File: src/rtl/pipe_ctrl_hazard.sv
// pipe_ctrl_hazard: EX/MEM/WB control pipeline with load-use bubbles, branch/jump flush and EX forwarding.
// Define PIPE_STATS_EN to add saturating stall/flush/memwait counters.
module pipe_ctrl_hazard #(
    parameter int REG_W   = 5,
    parameter int ALUOP_W = 6
) (
    input  logic               clk,
    input  logic               reset,
    input  logic               id_valid,
    input  logic               id_jump,
    input  logic               id_branch,
    input  logic               id_memread,
    input  logic               id_memwrite,
    input  logic               id_memtoreg,
    input  logic               id_regdst,
    input  logic               id_regwrite,
    input  logic               id_alusrc,
    input  logic [ALUOP_W-1:0] id_aluop,
    input  logic [REG_W-1:0]   id_rs,
    input  logic [REG_W-1:0]   id_rt,
    input  logic [REG_W-1:0]   id_rd,
    input  logic               ex_branch_taken,
    input  logic               mem_stall,
    output logic               ex_valid,
    output logic               mem_valid,
    output logic               wb_valid,
    output logic               ex_alusrc,
    output logic               ex_branch,
    output logic [ALUOP_W-1:0] ex_aluop,
    output logic [REG_W-1:0]   ex_rs,
    output logic [REG_W-1:0]   ex_rt,
    output logic [REG_W-1:0]   ex_wreg,
    output logic               mem_memread,
    output logic               mem_memwrite,
    output logic [REG_W-1:0]   mem_wreg,
    output logic               wb_regwrite,
    output logic               wb_memtoreg,
    output logic [REG_W-1:0]   wb_wreg,
    output logic [1:0]         fwd_a,
    output logic [1:0]         fwd_b,
    output logic               pc_write,
    output logic               ifid_write,
    output logic               ifid_flush
`ifdef PIPE_STATS_EN
    ,
    output logic [15:0]        stat_stall,
    output logic [15:0]        stat_flush,
    output logic [15:0]        stat_memwait
`endif
);

    typedef struct packed {
        logic               valid;
        logic               alusrc;
        logic               branch;
        logic               memread;
        logic               memwrite;
        logic               regwrite;
        logic               memtoreg;
        logic [ALUOP_W-1:0] aluop;
        logic [REG_W-1:0]   rs;
        logic [REG_W-1:0]   rt;
        logic [REG_W-1:0]   wreg;
    } exStage_t;

    typedef struct packed {
        logic             valid;
        logic             memread;
        logic             memwrite;
        logic             regwrite;
        logic             memtoreg;
        logic [REG_W-1:0] wreg;
    } memStage_t;

    typedef struct packed {
        logic             valid;
        logic             regwrite;
        logic             memtoreg;
        logic [REG_W-1:0] wreg;
    } wbStage_t;

    exStage_t   exQ, idCap;
    memStage_t  memQ;
    wbStage_t   wbQ;
    logic [REG_W-1:0] idWreg;
    logic rtUsed, loadUse, taken, idJump;

    assign idWreg = id_regdst ? id_rd : id_rt;
    // writes to $0 are dropped here so forwarding never sees them
    assign idCap  = id_valid ? exStage_t'{1'b1, id_alusrc, id_branch, id_memread, id_memwrite,
                                          id_regwrite && idWreg != '0, id_memtoreg, id_aluop,
                                          id_rs, id_rt, idWreg} : '0;
    assign rtUsed  = !id_alusrc || id_memwrite;
    assign loadUse = id_valid && exQ.valid && exQ.memread && exQ.wreg != '0 &&
                     (exQ.wreg == id_rs || (rtUsed && exQ.wreg == id_rt));
    assign taken   = exQ.valid && exQ.branch && ex_branch_taken;
    assign idJump  = id_valid && id_jump;

    always_ff @(posedge clk) begin
        if (reset) begin
            exQ  <= '0;
            memQ <= '0;
            wbQ  <= '0;
        end else if (!mem_stall) begin
            exQ  <= (taken || loadUse) ? '0 : idCap;
            memQ <= '{exQ.valid, exQ.memread, exQ.memwrite, exQ.regwrite, exQ.memtoreg, exQ.wreg};
            wbQ  <= '{memQ.valid, memQ.regwrite, memQ.memtoreg, memQ.wreg};
        end
    end

    function automatic logic [1:0] fwdSel(input logic [REG_W-1:0] r, input memStage_t m, input wbStage_t w);
        return (m.valid && m.regwrite && m.wreg != '0 && m.wreg == r) ? 2'b10 :
               (w.valid && w.regwrite && w.wreg != '0 && w.wreg == r) ? 2'b01 : 2'b00;
    endfunction

    assign fwd_a = fwdSel(exQ.rs, memQ, wbQ);
    assign fwd_b = fwdSel(exQ.rt, memQ, wbQ);

    assign pc_write   = !reset && !mem_stall && (taken || !loadUse);
    assign ifid_write = pc_write;
    assign ifid_flush = reset || (!mem_stall && (taken || (!loadUse && idJump)));

    assign ex_valid     = exQ.valid;
    assign ex_alusrc    = exQ.alusrc;
    assign ex_branch    = exQ.branch;
    assign ex_aluop     = exQ.aluop;
    assign ex_rs        = exQ.rs;
    assign ex_rt        = exQ.rt;
    assign ex_wreg      = exQ.wreg;
    assign mem_valid    = memQ.valid;
    assign mem_memread  = memQ.memread;
    assign mem_memwrite = memQ.memwrite;
    assign mem_wreg     = memQ.wreg;
    assign wb_valid     = wbQ.valid;
    assign wb_regwrite  = wbQ.regwrite;
    assign wb_memtoreg  = wbQ.memtoreg;
    assign wb_wreg      = wbQ.wreg;

`ifdef PIPE_STATS_EN
    logic stallCyc, flushCyc;

    assign stallCyc = !mem_stall && !taken && loadUse;
    assign flushCyc = !mem_stall && (taken || (!loadUse && idJump));

    always_ff @(posedge clk) begin
        if (reset) begin
            stat_stall   <= '0;
            stat_flush   <= '0;
            stat_memwait <= '0;
        end else begin
            if (stallCyc && stat_stall != 16'hFFFF) stat_stall <= stat_stall + 16'd1;
            if (flushCyc && stat_flush != 16'hFFFF) stat_flush <= stat_flush + 16'd1;
            if (mem_stall && stat_memwait != 16'hFFFF) stat_memwait <= stat_memwait + 16'd1;
        end
    end
`endif

endmodule

File: config.mk
export PLATFORM = sky130hd
export DESIGN_NAME = pipe_ctrl_hazard
export DESIGN_NICKNAME = d
export VERILOG_FILES = /design/src/rtl/pipe_ctrl_hazard.sv
export SDC_FILE = /design/constraint.sdc
export NUM_CORES = 1
export LEC_CHECK = 0
export CORE_MARGIN = 1
export CORE_UTILIZATION = 45
export CTS_CLUSTER_SIZE = 24
export DETAILED_ROUTE_END_ITERATION = 7
export PLACE_DENSITY = 0.87
export REMOVE_ABC_BUFFERS = 1
export SLEW_MARGIN = 40
export SYNTH_ARGS = -nofsm -noshare
export SYNTH_HDL_FRONTEND = slang
export SYNTH_SLANG_ARGS = --single-unit
File: constraint.sdc
create_clock -name clk -period 2.3 [get_ports clk]
set_input_delay 0.23 -clock clk [delete_from_list [all_inputs] [get_ports clk]]
set_output_delay 0.23 -clock clk [all_outputs]
set_load 0.05 [all_outputs]
* Word-level counts from Yosys, hierarchy flattened *
Cells that the tools add are included.

operators by class
  equality and inequality tests = 6
  muxes and demuxes = 7
  reduce and logical (&&, ||, !) cells = 35

operators by type and width
  kind                count
  28-bit two-way mux  2
  5-bit == test       6
  1-bit logical AND   21
  5-bit nonzero test  4
  1-bit logical OR    6
  5-bit two-way mux   1
  1-bit zero test     4
  2-bit two-way mux   2
  1-bit two-way mux   2

word-level totals
  bits in registers = 46
  bits of input ports = 34
  output and inout port bits = 47

* Longest topological paths before layout *
Gate-level depths: netlist (run 1).

  word-level depth = 10
  depth in mapped cells = 7
  mapped depth without buffers = 5

* Least setup slack after synthesis (run 1) *
No wires, ideal clock.

  path kind = reg2out
  start = register memQ (netlist bit mem_valid)
  end = output port fwd_b[0]
  data arrival time = 3.232 ns
  data required time = 2.070 ns
  slack = -1.162 ns
  stages on the path, launching flop included = 4
  cells stage by stage = dfxtp_1 > o211ai_1 > nor4_1 > nor4_1

on the way
  cells in the longest elaborated chain, start to end = 4

ends and longest elaborated chain
  item                             line  text
  start, declared                  83    memStage_t memQ;
  start signal, assigned           106   memQ <= '{exQ.valid, exQ.memread, exQ.memwrite, exQ.regwrite, exQ.memtoreg, exQ.wreg};
  1-bit logical AND (3 in series)  112   return (m.valid && m.regwrite && m.wreg != '0 && m.wreg == r) ? 2'b10 :
  2-bit two-way mux                112
  end, declared                    40    output logic [1:0] fwd_b,

No other way between the ends.

* Worst setup path in the final report (run 1) *
  start = register memQ (netlist bit mem_wreg[2])
  end = output port fwd_b[0]

on the way
  cells in the longest elaborated chain, start to end = 4
  elaborated cells between the ends (all ways) = 5

ends and longest elaborated chain
  item                   line
  5-bit nonzero test     112
  1-bit logical AND      112
  1-bit logical AND (*)  112
  2-bit two-way mux (*)  112

Every way passes the cells marked *; elsewhere a longest branch is shown, timed or not.

==> flow_summary.json, run 1 <==
{
  "via_count_normalized_by_instance_count": 5.077,
  "area_growth_synth_to_finish_pct": 42.38,
  "yosys_warnings": 0,
  "finish.instance_area_mm2": 0.003367,
  "synth.largest_area_cell": "dfxtp_1",
  "global_route.usage.met3_pct": 5.556,
  "initial_core_util_pct": 46.60,
  "fmax_ghz": 0.4462,
  "critical_path_arrival_ns": 2.01,
  "fp.dieW_um": 74.49,
  "fin_crit_sh_pct": 97.44,
  "netlist_area_mm2": 0.002365,
  "number_of_setup_violations_in_the_final_report": 0,
  "globalRouteMet1Util_pct": 25.86,
  "wl_um": 5453,
  "hold_violations": 0,
  "remaining_drc_errors": 0,
  "worstSetupStartpointType": "flop",
  "via_count": 1980,
  "post_synthesis_share_of_cell_area_spent_on_xor_and_xnor_gates_pct": 11.11,
  "instances_no_fill": 390,
  "antenna_left": 0,
  "yosys-mux-area-fraction_pct": 18.62,
  "antenna_found_initial": 0,
  "grt.met2_usage_pct": 33.13,
  "worst-r2r-cell-count": 6,
  "gp_routability_congestion": 0.8913,
  "post-layout-total-power_uw": 2032,
  "p_leak_uw": 0.001409,
  "cp_max_fo": 2,
  "synth_area_leaders": "dfxtp_1 (39%), mux2i_1 (19%), buf_4 (8.6%)",
  "post-synth-top-area-fraction_pct": 38.94,
  "first_global_vias": 1906,
  "synth_simple_gate_area_share_pct": 13.81,
  "timing.final.crit_period_ns": 2.241,
  "max-clock-path-buffers": 2,
  "status": "complete, no violations",
  "seq_area_frac_synth_pct": 38.94,
  "globalRouteTotalUtil_pct": 20.41,
  "synth.top_cells.by_count": "nor2_1 (49), dfxtp_1 (46), mux2i_1 (44), buf_4 (27), xnor2_1 (18)",
  "ir_worst_vdd_mv": 0.4714,
  "synthesis.instances": 253,
  "final_util_pct": 66.35,
  "std_cell_rows": 26,
  "die_y_um": 74.49,
  "cellPowerDensity_mw_per_mm2": 603.6,
  "worst_setup_hold_path_clk_slew_ns": 0.08,
  "tritoncts.num_buffers": 5,
  "slew_headroom_pct": 65.78,
  "ff2ff_setup_slack_ns": 0.49,
  "r2r_end": "ex_alusrc$_SDFFE_PP0N_",
  "post-dp-hpwl_um": 4134,
  "routedWlPerCell_um": 13.98,
  "min_to": "ex_wreg[4]$_SDFFE_PP0N_",
  "grt_start_max_net_pins": 41,
  "clk-insertion-delay-late_ns": 0.30,
  "synth_seq_cells": 46,
  "crit_path_start": "mem_wreg[2]$_SDFFE_PP0N_",
  "end_kind": "primary output",
  "synthArstFlopShare_pct": 0,
  "cts_hold_repair.buffers": 0,
  "setup_slack_ns": 0.05882,
  "grt_first_pass_wirelength_um": 8645,
  "cts_tree": "yes",
  "globalRoute.totalOverflow": 0,
  "hp-class": "in -> reg",
  "detailedRoute.firstPassIterationCount": 4,
  "die-area_mm2": 0.005549,
  "synth_edf_count": 0,
  "grt_setup_unrepaired": "yes",
  "insertedDiodeCount": 0,
  "crit-reg2reg-launch": "ex_wreg[0]$_SDFFE_PP0N_",
  "numPortBuffers": 80,
  "timing.max_cap.violations": 0,
  "synth_top_flop_cell": "dfxtp_1",
  "setup.worst_path.class": "reg -> out",
  "synth_area_in_compound_gates_pct": 5.608,
  "synth_area_per_cell_um2": 9.347,
  "drive_gt1_share_pct": 15.31,
  "dpl_cell_area_mm2": 0.003153,
  "boundaryPins": 81,
  "worst_slew_pin_slew_ns": 0.5117,
  "dp_worst_setup_slack_ns": -0.07838,
  "cp_required_ns": 2.07,
  "synth_cell_types": 32,
  "clock-skew-final_ns": 0.01127,
  "placed_cells": 378,
  "report.final.slew_viol_count": 0,
  "hold_path_depth": 3,
  "post-synth-top-count-cell": "nor2_1",
  "post_synth_fa_ha_maj_area_fraction_pct": 0,
  "clock_tree.htree_level_count": 2,
  "synth_top_family_by_area": "multiplexers",
  "placeableCoreArea_mm2": 0.005075,
  "grt.busiest_layer": "met2",
  "cts_root_buf": "clkbuf_8",
  "drtIter0Drc": 62,
  "holdCritStartpoint": "mem_stall",
  "nNetsFinal": 353,
  "clock_sinks": 46
}
## area by class of cell
class,count,area [um^2]
Clock buffer,7,86.33
Clock inverter,1,5.005
Fill cell,401,1708
Inverter,3,11.26
Multi-Input combinational cell,165,1245
Sequential cell,46,930.9
Tap cell,70,87.58
Timing Repair Buffer,98,1001
## stage by stage
step | hold slack [ns] | setup TNS, ns
global route | 0.4295 | -0.01396
global placement | 0.4522 | -0.09859
CTS | 0.4192 | 0
floorplan | 0.3024 | -7.092
detailed placement | 0.4593 | -0.1550
finish | 0.4144 | 0
## worst max-delay path by stage
stage / to / slack, ns / depth (start not counted)
floorplan: ifid_write / -1.59 / 4
global placement: pc_write / -0.05 / 7
detailed placement: ifid_write / -0.08 / 7
CTS: fwd_a[0] / 0.00002 / 5
global route: fwd_b[0] / -0.01 / 6
finish: fwd_b[0] / 0.06 / 6
## what timing repair did
item                       CTS  global route
setup buffers                1             3
resized for setup           11             9
setup endpoints to repair    4             5
pin swaps                    4             5
## registers in the layout, summed over array words and instances (netlist names), 2 cells and up
register,count
ex_rs,5
exQ,4
ex_rt,5
ex_wreg,5
ex_aluop,6
memQ,2
wb_wreg,5
mem_wreg,5
## cell usage in the layout, fill, tap and decap left out, types with 2 or more instances in the layout
master / netlist / layout
nand2_1: 2 / 2
nand3_1: 5 / 5
or4_1: 5 / 3
xor2_1: 12 / 12
clkbuf_8: 0 / 6
mux2i_1: 44 / 44
or4_4: 0 / 2
xnor2_1: 18 / 18
o211ai_1: 2 / 2
clkdlybuf4s50_1: 0 / 72
buf_12: 0 / 7
dfxtp_1: 46 / 40
nor3_1: 3 / 2
nor2_1: 49 / 49
dfxtp_2: 0 / 5
a21oi_1: 5 / 5
buf_4: 27 / 18
inv_1: 3 / 3
nor4_4: 0 / 3
## kinds of logic after synthesis
kind of cell	after synthesis
xor gates and xnor gates	30
AOI/OAI and AO/OA	18
buffers and inverters	42
and+or+nand+nor	73
muxes	44
DFF	46
## power by group
part / switching, uW / leakage (uW) / total (uW) / internal [uW]
combinational: 356 / 0.000979 / 624 / 269
clock: 258 / 0.0000482 / 500 / 243
sequential: 57.0 / 0.000381 / 908 / 851
total: 670 / 0.00141 / 2030 / 1360
## worst max-delay path, stage by stage, from the launching register on
cell and delay [ns]:
dfxtp_1 0.31, or4_4 0.53, o211ai_1 0.17, buf_4 0.15, nor4_4 0.04, nor4_4 0.33
buf_12 0.18
## per-layer routing
metal  vias to the layer above  part of all wire, %
met5                         -                    0
met4                         0                  2.1
met3                        12                  6.7
met2                        79                   45
met1                       915                   46
li1                        974                    -
Power figures use the tool's default switching activity.
==> run 2: changes to the inputs <==
--- a/config.mk
+++ b/config.mk
@@ -5,10 +5,12 @@
 export SDC_FILE = /design/constraint.sdc
 export NUM_CORES = 1
 export LEC_CHECK = 0
+export CAP_MARGIN = 20
 export CORE_MARGIN = 1
 export CORE_UTILIZATION = 45
 export CTS_CLUSTER_SIZE = 24
 export DETAILED_ROUTE_END_ITERATION = 7
+export MAX_ROUTING_LAYER = met4
 export PLACE_DENSITY = 0.87
 export REMOVE_ABC_BUFFERS = 1
 export SLEW_MARGIN = 40
==> run 2 against run 1 <==
Against the previous run: first-iteration DRC count increased by 79%; maximum frequency down 1.9%; hold slack improved by 0.0081 ns; register-to-register slack got worse by 0.14 ns; die area stayed put; critical path type unchanged; largest power group unchanged; highest routed layer unchanged.
==> flow_summary.json, run 2 (synthesis results as in run 1) <==
{
  "status": "complete, no violations",
  "cts_tree": "yes",
  "cp_required_ns": 2.07,
  "worstSetupStartpointType": "flop",
  "report.final.slew_viol_count": 0,
  "p_int_uw": 1587,
  "gp_routability_congestion": 0.9041,
  "post-dp-hpwl_um": 4182,
  "detailedRoute.firstPassIterationCount": 4,
  "first_global_vias": 1927,
  "timing.max_cap.violations": 0,
  "largest_register_ff_count": 6,
  "timing.final.crit_period_ns": 2.285,
  "grt_start_max_net_pins": 41,
  "die-area_mm2": 0.005549,
  "placeableCoreArea_mm2": 0.005075,
  "r2r_end": "ex_wreg[2]$_SDFFE_PP0N_",
  "grt_first_pass_wirelength_um": 9025,
  "critical-path-top-cell-by-count": "nor4_4",
  "min_to": "ex_branch$_SDFFE_PP0N_",
  "ff2ff_setup_slack_ns": 0.35,
  "setup_slack_ns": 0.01518,
  "drtIter0Drc": 111,
  "fin_crit_sh_pct": 99.34,
  "setup-tns-final_ns": 0,
  "clock_sinks": 46,
  "area_growth_synth_to_finish_pct": 46.30,
  "clock_power_share_pct": 32.3,
  "end_kind": "primary output",
  "globalRoute.totalOverflow": 0,
  "boundaryPins": 81,
  "crit_chain": "or4_4 > o211ai_1 > buf_4 > nor4_4 > nor4_4 > buf_12",
  "globalRouteTotalUtil_pct": 22.36,
  "holdCritStartpoint": "mem_stall",
  "fmax_ghz": 0.4377,
  "tritoncts.num_buffers": 5,
  "grt_setup_unrepaired": "yes",
  "cp_max_fo": 2,
  "number_of_setup_violations_in_the_final_report": 0,
  "worst_setup_hold_path_clk_slew_ns": 0.09,
  "finish.instance_area_mm2": 0.003460,
  "fp.dieW_um": 74.49,
  "critical_path_arrival_ns": 2.05,
  "via_count_normalized_by_instance_count": 5.104,
  "slew_headroom_pct": 65.17,
  "switching_share_pct": 30.29,
  "antenna_left": 0,
  "clock-skew-final_ns": 0.009035,
  "pwr-share-comb_pct": 27.9,
  "clock_tree.htree_level_count": 2,
  "hp-class": "in -> reg",
  "worst_slew_pin_slew_ns": 0.5209,
  "hold_path_depth": 3,
  "crit-reg2reg-launch": "ex_wreg[0]$_SDFFE_PP0N_",
  "cts_root_buf": "clkbuf_8",
  "ir_worst_vdd_mv": 0.4628,
  "std_cell_rows": 26,
  "remaining_drc_errors": 0,
  "total_switching_power_uw": 689.6,
  "clk-insertion-delay-late_ns": 0.30,
  "insertedDiodeCount": 0,
  "nNetsFinal": 357,
  "final_cell_mix": "clkdlybuf4s50_1 (72), nor2_1 (49), mux2i_1 (44)",
  "instances_no_fill": 394,
  "dp_worst_setup_slack_ns": -0.1116,
  "antenna_found_initial": 0,
  "hold_violations": 0,
  "critical-path-slowest-cell": "or4_4",
  "via_count": 2011,
  "p_leak_uw": 0.001454,
  "initial_core_util_pct": 46.60,
  "dpl_cell_area_mm2": 0.003153,
  "die_y_um": 74.49,
  "setup.worst_path.class": "reg -> out",
  "critPathMaxStageDelay_ns": 0.53,
  "wl_um": 5766,
  "layout_commonest_cell": "clkdlybuf4s50_1",
  "max-clock-path-buffers": 2,
  "seq_power_share_pct": 39.8,
  "worst-r2r-cell-count": 7,
  "numPortBuffers": 80,
  "placed_cells": 378,
  "cellPowerDensity_mw_per_mm2": 658.1,
  "routedWlPerCell_um": 14.63,
  "drive_gt1_share_pct": 17.59,
  "post-layout-total-power_uw": 2277
}
[run 2: layout make-up]
cell class	instances	area [um^2]
clock buffers	6	82.58
clock inverters	2	60.06
fillers	401	1615
inverters	3	11.26
multi-input cells	165	1254
flip-flops and latches	46	933.4
well taps	70	87.58
repair buffers	102	1031
[run 2: critical path: cells and delay by family, from the launching register on]
kind	cells	cell delay, ns
simple gates	3	0.90
buf+inv	2	0.34
flops	1	0.33
compound gates	1	0.18
[run 2: how the worst max path moves through the flow]
stage / to / slack (ns) / start / depth (start not counted)
3_3_place_gp: pc_write / -0.05 / id_alusrc / 7
3_5_place_dp: ifid_write / -0.11 / id_alusrc / 7
2_1_floorplan: ifid_write / -1.59 / ex_wreg[0]$_SDFFE_PP0N_ / 4
5_1_grt: fwd_b[0] / -0.04 / mem_wreg[2]$_SDFFE_PP0N_ / 6
4_1_cts: fwd_b[0] / 0.006 / wb_wreg[1]$_SDFFE_PP0N_ / 5
6_report: fwd_b[0] / 0.02 / mem_wreg[2]$_SDFFE_PP0N_ / 6
[run 2: per-stage QoR]
step	hold WS [ns]	utilization, %
4_1_cts	0.4229	66.30
2_1_floorplan	0.3024	-
3_5_place_dp	0.4592	62.13
3_3_place_gp	0.4528	62.13
6_report	0.4225	68.17
5_1_grt	0.4381	68.17
[run 2: power by group through the flow]
| stage | sequential [uW] | clock [uW] | combinational [uW] |
|---|---|---|---|
| 4_1_cts | 906 | 745 | 615 |
| 5_1_grt | 914 | 792 | 670 |
| 3_5_place_dp | 924 | 0 | 598 |
| 6_report | 907 | 736 | 634 |
| 3_3_place_gp | 921 | 0 | 588 |
| 2_1_floorplan | 1080 | 0 | 168 |
[run 2: timing repair]
action,CTS,global route
hold buffers,0,0
buffers inserted,2,6
resized for setup,13,11
setup endpoints to repair,4,6
pin swaps,3,6
[run 2: routing by layer]
metal	up-vias	share of wire (%)	track usage (%)
met1	943	45	27.05
li1	984	-	-
met4	0	1.1	7.128
met5	-	0	-
met2	77	48	36.64
met3	7	6.4	5.285
==> patch 1 (flow settings as in run 2) <==
The option `PIPE_STATS_EN` is turned on by a define.
--- a/src/rtl/pipe_ctrl_hazard.sv
+++ b/src/rtl/pipe_ctrl_hazard.sv
@@ -1,4 +1,6 @@
 // pipe_ctrl_hazard: EX/MEM/WB control pipeline with load-use bubbles, branch/jump flush and EX forwarding.
 // Define PIPE_STATS_EN to add saturating stall/flush/memwait counters.
+`define PIPE_STATS_EN
+
 module pipe_ctrl_hazard #(
     parameter int REG_W   = 5,
Formal check against the unedited RTL (old outputs only; new: stat_flush, stat_memwait and stat_stall): equivalent (equiv_simple and equiv_induct, registers matched by name and starting in step).
==> patch 1 against run 2 <==
The flow now finishes with violations (negative setup slack). Hold slack got worse by 0.11 ns. Worst setup slack got worse by 0.055 ns. Design area increased by 89%. Power increased by 41%. Synthesized area increased by 100%. Utilization decreased by 4.5 points. Count of clock-buffer cells in the layout increased by 7. Sequential cell count increased by 48. Wire length increased by 120%. Highest routed layer unchanged.
==> patch 1: results (changes against run 2) <==
- Run status: finished, violations left
- Failing checks: negative setup slack
- Max-slew headroom: 0.571 (-0.0803)
- Number of global-route vias before repair: 4137 (+110%)
- Crit path DAT: 2.11 ns (+0.06 ns)
- Min-Delay Startpoint: reset
- 1st-iter DRT viols: 155 (+40%)
- Max FO, Critical Path: 5 (+3)
- Routability Congestion: 0.872 (-3.6%)
- Critical Path Source: ex_wreg[0]$_SDFFE_PP0N_
- Setup TNS: -0.0794 ns (-0.0794 ns)
- Worst setup slack after layout: -0.0402 ns (-0.0553 ns)
- Gate power share: 0.144 (-0.135)
- Final setup violating endpoints: 2 (+2)
- Compound-gate portion of the synthesized area: 0.133 (+0.0772)
- Top post-synthesis cells by count: dfxtp_1 (94), nor2_1 (67), buf_4 (30), a22o_1 (26), xor2_1 (26)
- Worst VDD drop: 0.000259 V (-44%)
- Clk network pwr share: 0.329 (+0.006)
- Internal: 0.00234 W (+47%)
- First-pass GRT wire length: 20000 microns (+120%)
- Leak: 2.53 nW (+74%)
- Fillers: 839 (+110%)
- Nets: 682 (+91%)
- ANT cells: 0 (unchanged)
- Area share of fa/ha/maj cells after synthesis: 0.00792 (+0.00792)
- Total GRT Usage: 0.231 (+0.00786)
- Post-DP HPWL: 8980 microns (+110%)
- Multi-input gate area: 2600 sq um (+110%)
- Clk_lat worst skew: 0.36 ns (+0.06 ns)
- Final Skew: 0.0129 ns (+0.00386 ns)
- Placed Area: 6160 sq um (+95%)
- Library cells used by synthesis: 54 (+69%)
## patch 1: area by class of cell
cell class,count,area share
Multi-Input combinational cell,363,0.397
Sequential cell,94,0.292
Timing Repair Buffer,171,0.254
Tap cell,136,0.0260
Clock buffer,13,0.0258
Inverter,6,0.00344
Clock inverter,3,0.00268
## patch 1: timing repair
action,CTS,global route
hold endpoints to repair,0,0
endpoints found under the setup margin,5,6
pin swaps,12,6
resized for setup,23,11
setup buffers,8,3
cloned,0,0
## patch 1: path summary, 6_finish.rpt
check | endpoint | slack (ns) | cells after the start
min reg2reg | exQ[22]$_SDFFE_PP0N_ | 0.47 | 1
max | pc_write | -0.04 | 6
min | mem_memread$_SDFFE_PP0N_ | 0.31 | 2
max reg2reg | stat_flush[8]$_SDFFE_PP0P_ | 0.07 | 6
## patch 1: layer usage
| layer | share of wire | GRT usage | up-vias | wire, microns |
|---|---|---|---|---|
| met3 | 0.045 | 0.0393 | 21 | 562 |
| met5 | 0 | - | - | 0 |
| met1 | 0.44 | 0.272 | 2021 | 5430 |
| li1 | - | - | 2056 | - |
| met4 | 0.015 | 0.0855 | 0 | 189 |
| met2 | 0.50 | 0.397 | 130 | 6280 |
## patch 1: worst max-delay path: stages, from the launching register on
cell      delay [ns]
dfxtp_2         0.33
or4_4           0.55
o21a_4          0.24
and2_4          0.16
a211oi_2        0.17
buf_4           0.17
buf_12          0.14
## patch 1: metrics by stage
| stage | power [W] | std cells | worst slack, ns |
|---|---|---|---|
| 3_3_place_gp | 0.00216 | 759 | -0.0700 |
| 6_report | 0.00321 | 786 | -0.0402 |
| 3_5_place_dp | 0.00217 | 759 | -0.0668 |
| 5_1_grt | 0.00333 | 786 | -0.127 |
| 4_1_cts | 0.00322 | 783 | -0.0741 |
| 2_1_floorplan | 0.00195 | 463 | -1.63 |
==> patch 2 (settings of run 2) <==
Made on the original files. Change the parameter `ALUOP_W` from 6 to 4.
--- a/src/rtl/pipe_ctrl_hazard.sv
+++ b/src/rtl/pipe_ctrl_hazard.sv
@@ -3,5 +3,5 @@
 module pipe_ctrl_hazard #(
     parameter int REG_W   = 5,
-    parameter int ALUOP_W = 6
+    parameter int ALUOP_W = 4
 ) (
     input  logic               clk,
Ports: changed (resized ex_aluop and id_aluop); port bits go from 81 to 77. The function was not compared with the original's and may differ.
==> patch 2 against run 2 <==
Design area up 7.4%. The flow now finishes with violations (negative setup slack). Wire length up 32%. Worst setup slack got worse by 0.033 ns. Synthesized area grew 16%. Combinational power increased by 32%. Register-to-register slack better by 0.08 ns. Critical endpoint is now fwd_a[0]. Power rose by 3.2%. Sequential cell count shrank 2. Sequential share of layout area shrank 3.2 points.
==> patch 2: results (changes against run 2) <==
- Run status: finished, violations left
- Failing checks: negative setup slack
- Library cells used by synthesis: 35 (+9.4%)
- Pre-CTS WS: 0.198 ns (+0.309 ns)
- Fin cells: 450 (+14%)
- Reg2reg setup slack: 0.43 ns (+0.08 ns)
- Crit path DAT: 2.09 ns (+0.04 ns)
- Synth Flop Type: dfxtp_1
- Fraction of area in multi-input gates: 0.436 (+0.0740)
- Non-clock buffer share of cell area: 0.268 (-0.0300)
- Hold WC Path Type: reg2reg
- Vias per inst: 5.82 (+14%)
- Share of layout cells above drive strength 1: 0.187 (+0.0107)
- Fillers: 489 (+22%)
- Final setup violating endpoints: 2 (+2)
- 1st-iter DRT viols: 148 (+33%)
- Synth area leaders: dfxtp_1 (32%), mux2i_1 (8.4%), mux2_2 (7.8%)
- Clock Network Area Fraction: 0.0300 (-0.0113)
- WL/cell: 16.9 microns (+16%)
- Hold WS: 0.494 ns (+0.0718 ns)
- Leak: 1.51 nW (+3.6%)
- Seq/Total Area, Yosys: 0.320 (-0.0694)
- Gate power share: 0.357 (+0.078)
- Met1 WL: 3100 microns (+21%)
- Slew @ Worst Pin: 0.581 ns (+0.0601 ns)
- Top post-synthesis cells by count: dfxtp_1 (44), o21ai_0 (33), buf_4 (25), nand3_1 (25), mux2i_1 (23)
- Setup TNS: -0.0271 ns (-0.0271 ns)
- Worst VDD drop: 0.000402 V (-13%)
- FF+latch area: 882 sq um (-5.5%)
- Port Buf Inserts: 76 (-5.0%)
- Routability Congestion: 0.884 (-2.2%)
- Placed Area: 3540 sq um (+12%)
- Clk root buf: clkbuf_8
- Worst R2R End: ex_rt[2]$_SDFFE_PP0N_
- First-pass GRT wire length: 12000 microns (+32%)
- Number of global-route vias before repair: 2561 (+33%)
- Met3 WL: 422 microns (+14%)
- Psw: 0.000846 W (+23%)
- WHS Path Cells: 2 (-1)
- Nets: 406 (+14%)
- Highest metal used: met4
- Largest net degree at the start of global routing: 37 (-9.8%)
- Final Skew: 0.00775 ns (-0.00128 ns)
- Cell count after synthesis: 313 (+24%)
- Total GRT Usage: 0.248 (+0.0245)
- Post-DP HPWL: 5520 microns (+32%)
- ANT cells: 0 (unchanged)
- Worst Hold End: memQ[5]$_SDFFE_PP0N_
- Multi-In Gates: 218 (+32%)
- Reg2Reg Depth: 6 (-1)
- Clk sinks: 44 (-4.3%)
- Die Area: 6430 sq um (+16%)
- Clk network pwr share: 0.254 (-0.069)
- Clk_lat worst skew: 0.30 ns (about the same)
- Worst setup slack after layout: -0.0177 ns (-0.0329 ns)
- Placed Cells: 439 (+16%)
- Met2 wire length: 3850 microns (+39%)
- Min-Delay Startpoint: exQ[19]$_SDFFE_PP0N_
[patch 2: how the worst max path moves through the flow]
| stage | to | slack [ns] | startpoint | depth (start not counted) |
|---|---|---|---|---|
| after floorplan | fwd_b[0] | -1.32 | mem_wreg[0]$_SDFFE_PP0N_ | 4 |
| after global placement | ifid_write | 0.19 | id_rt[1] | 6 |
| after detailed placement | ifid_write | 0.20 | id_rt[1] | 6 |
| after CTS | fwd_a[0] | -0.03 | mem_wreg[0]$_SDFFE_PP0N_ | 6 |
| after global routing | fwd_b[0] | -0.14 | mem_wreg[0]$_SDFFE_PP0N_ | 6 |
| final | fwd_a[0] | -0.02 | mem_wreg[0]$_SDFFE_PP0N_ | 7 |
[patch 2: worst min-delay path, stage by stage, from the launching register on]
cell     delay (ns)
dfxtp_1        0.33
mux2i_1        0.06
nor2_1         0.07
[patch 2: routing by layer]
metal	track usage	vias up
met3	0.0489	25
met1	0.271	1265
met4	0.120	0
met5	-	-
met2	0.432	98
li1	-	1230
[patch 2: stage by stage]
step / util / power [W]
after floorplan: - / 0.00140
after global placement: 0.598 / 0.00172
after detailed placement: 0.598 / 0.00174
after CTS: 0.620 / 0.00233
after global routing: 0.628 / 0.00244
final: 0.628 / 0.00235
[patch 2: logic make-up (layout without fill, tap and decap cells)]
kind of cell / Yosys count / after routing / synth area share
AOI/OAI and AO/OA: 70 / 70 / 0.175
xor gates and xnor gates: 30 / 30 / 0.0955
buffers and inverters: 51 / 113 / 0.110
DFF: 44 / 44 / 0.320
muxes: 42 / 42 / 0.161
and+or+nand+nor: 76 / 76 / 0.139
[patch 2: timing repair]
action,in CTS,in global routing
gates resized for setup,1,6
setup buffers,1,2
hold endpoints to repair,0,0
pin swaps,3,2
endpoints found under the setup margin,4,4
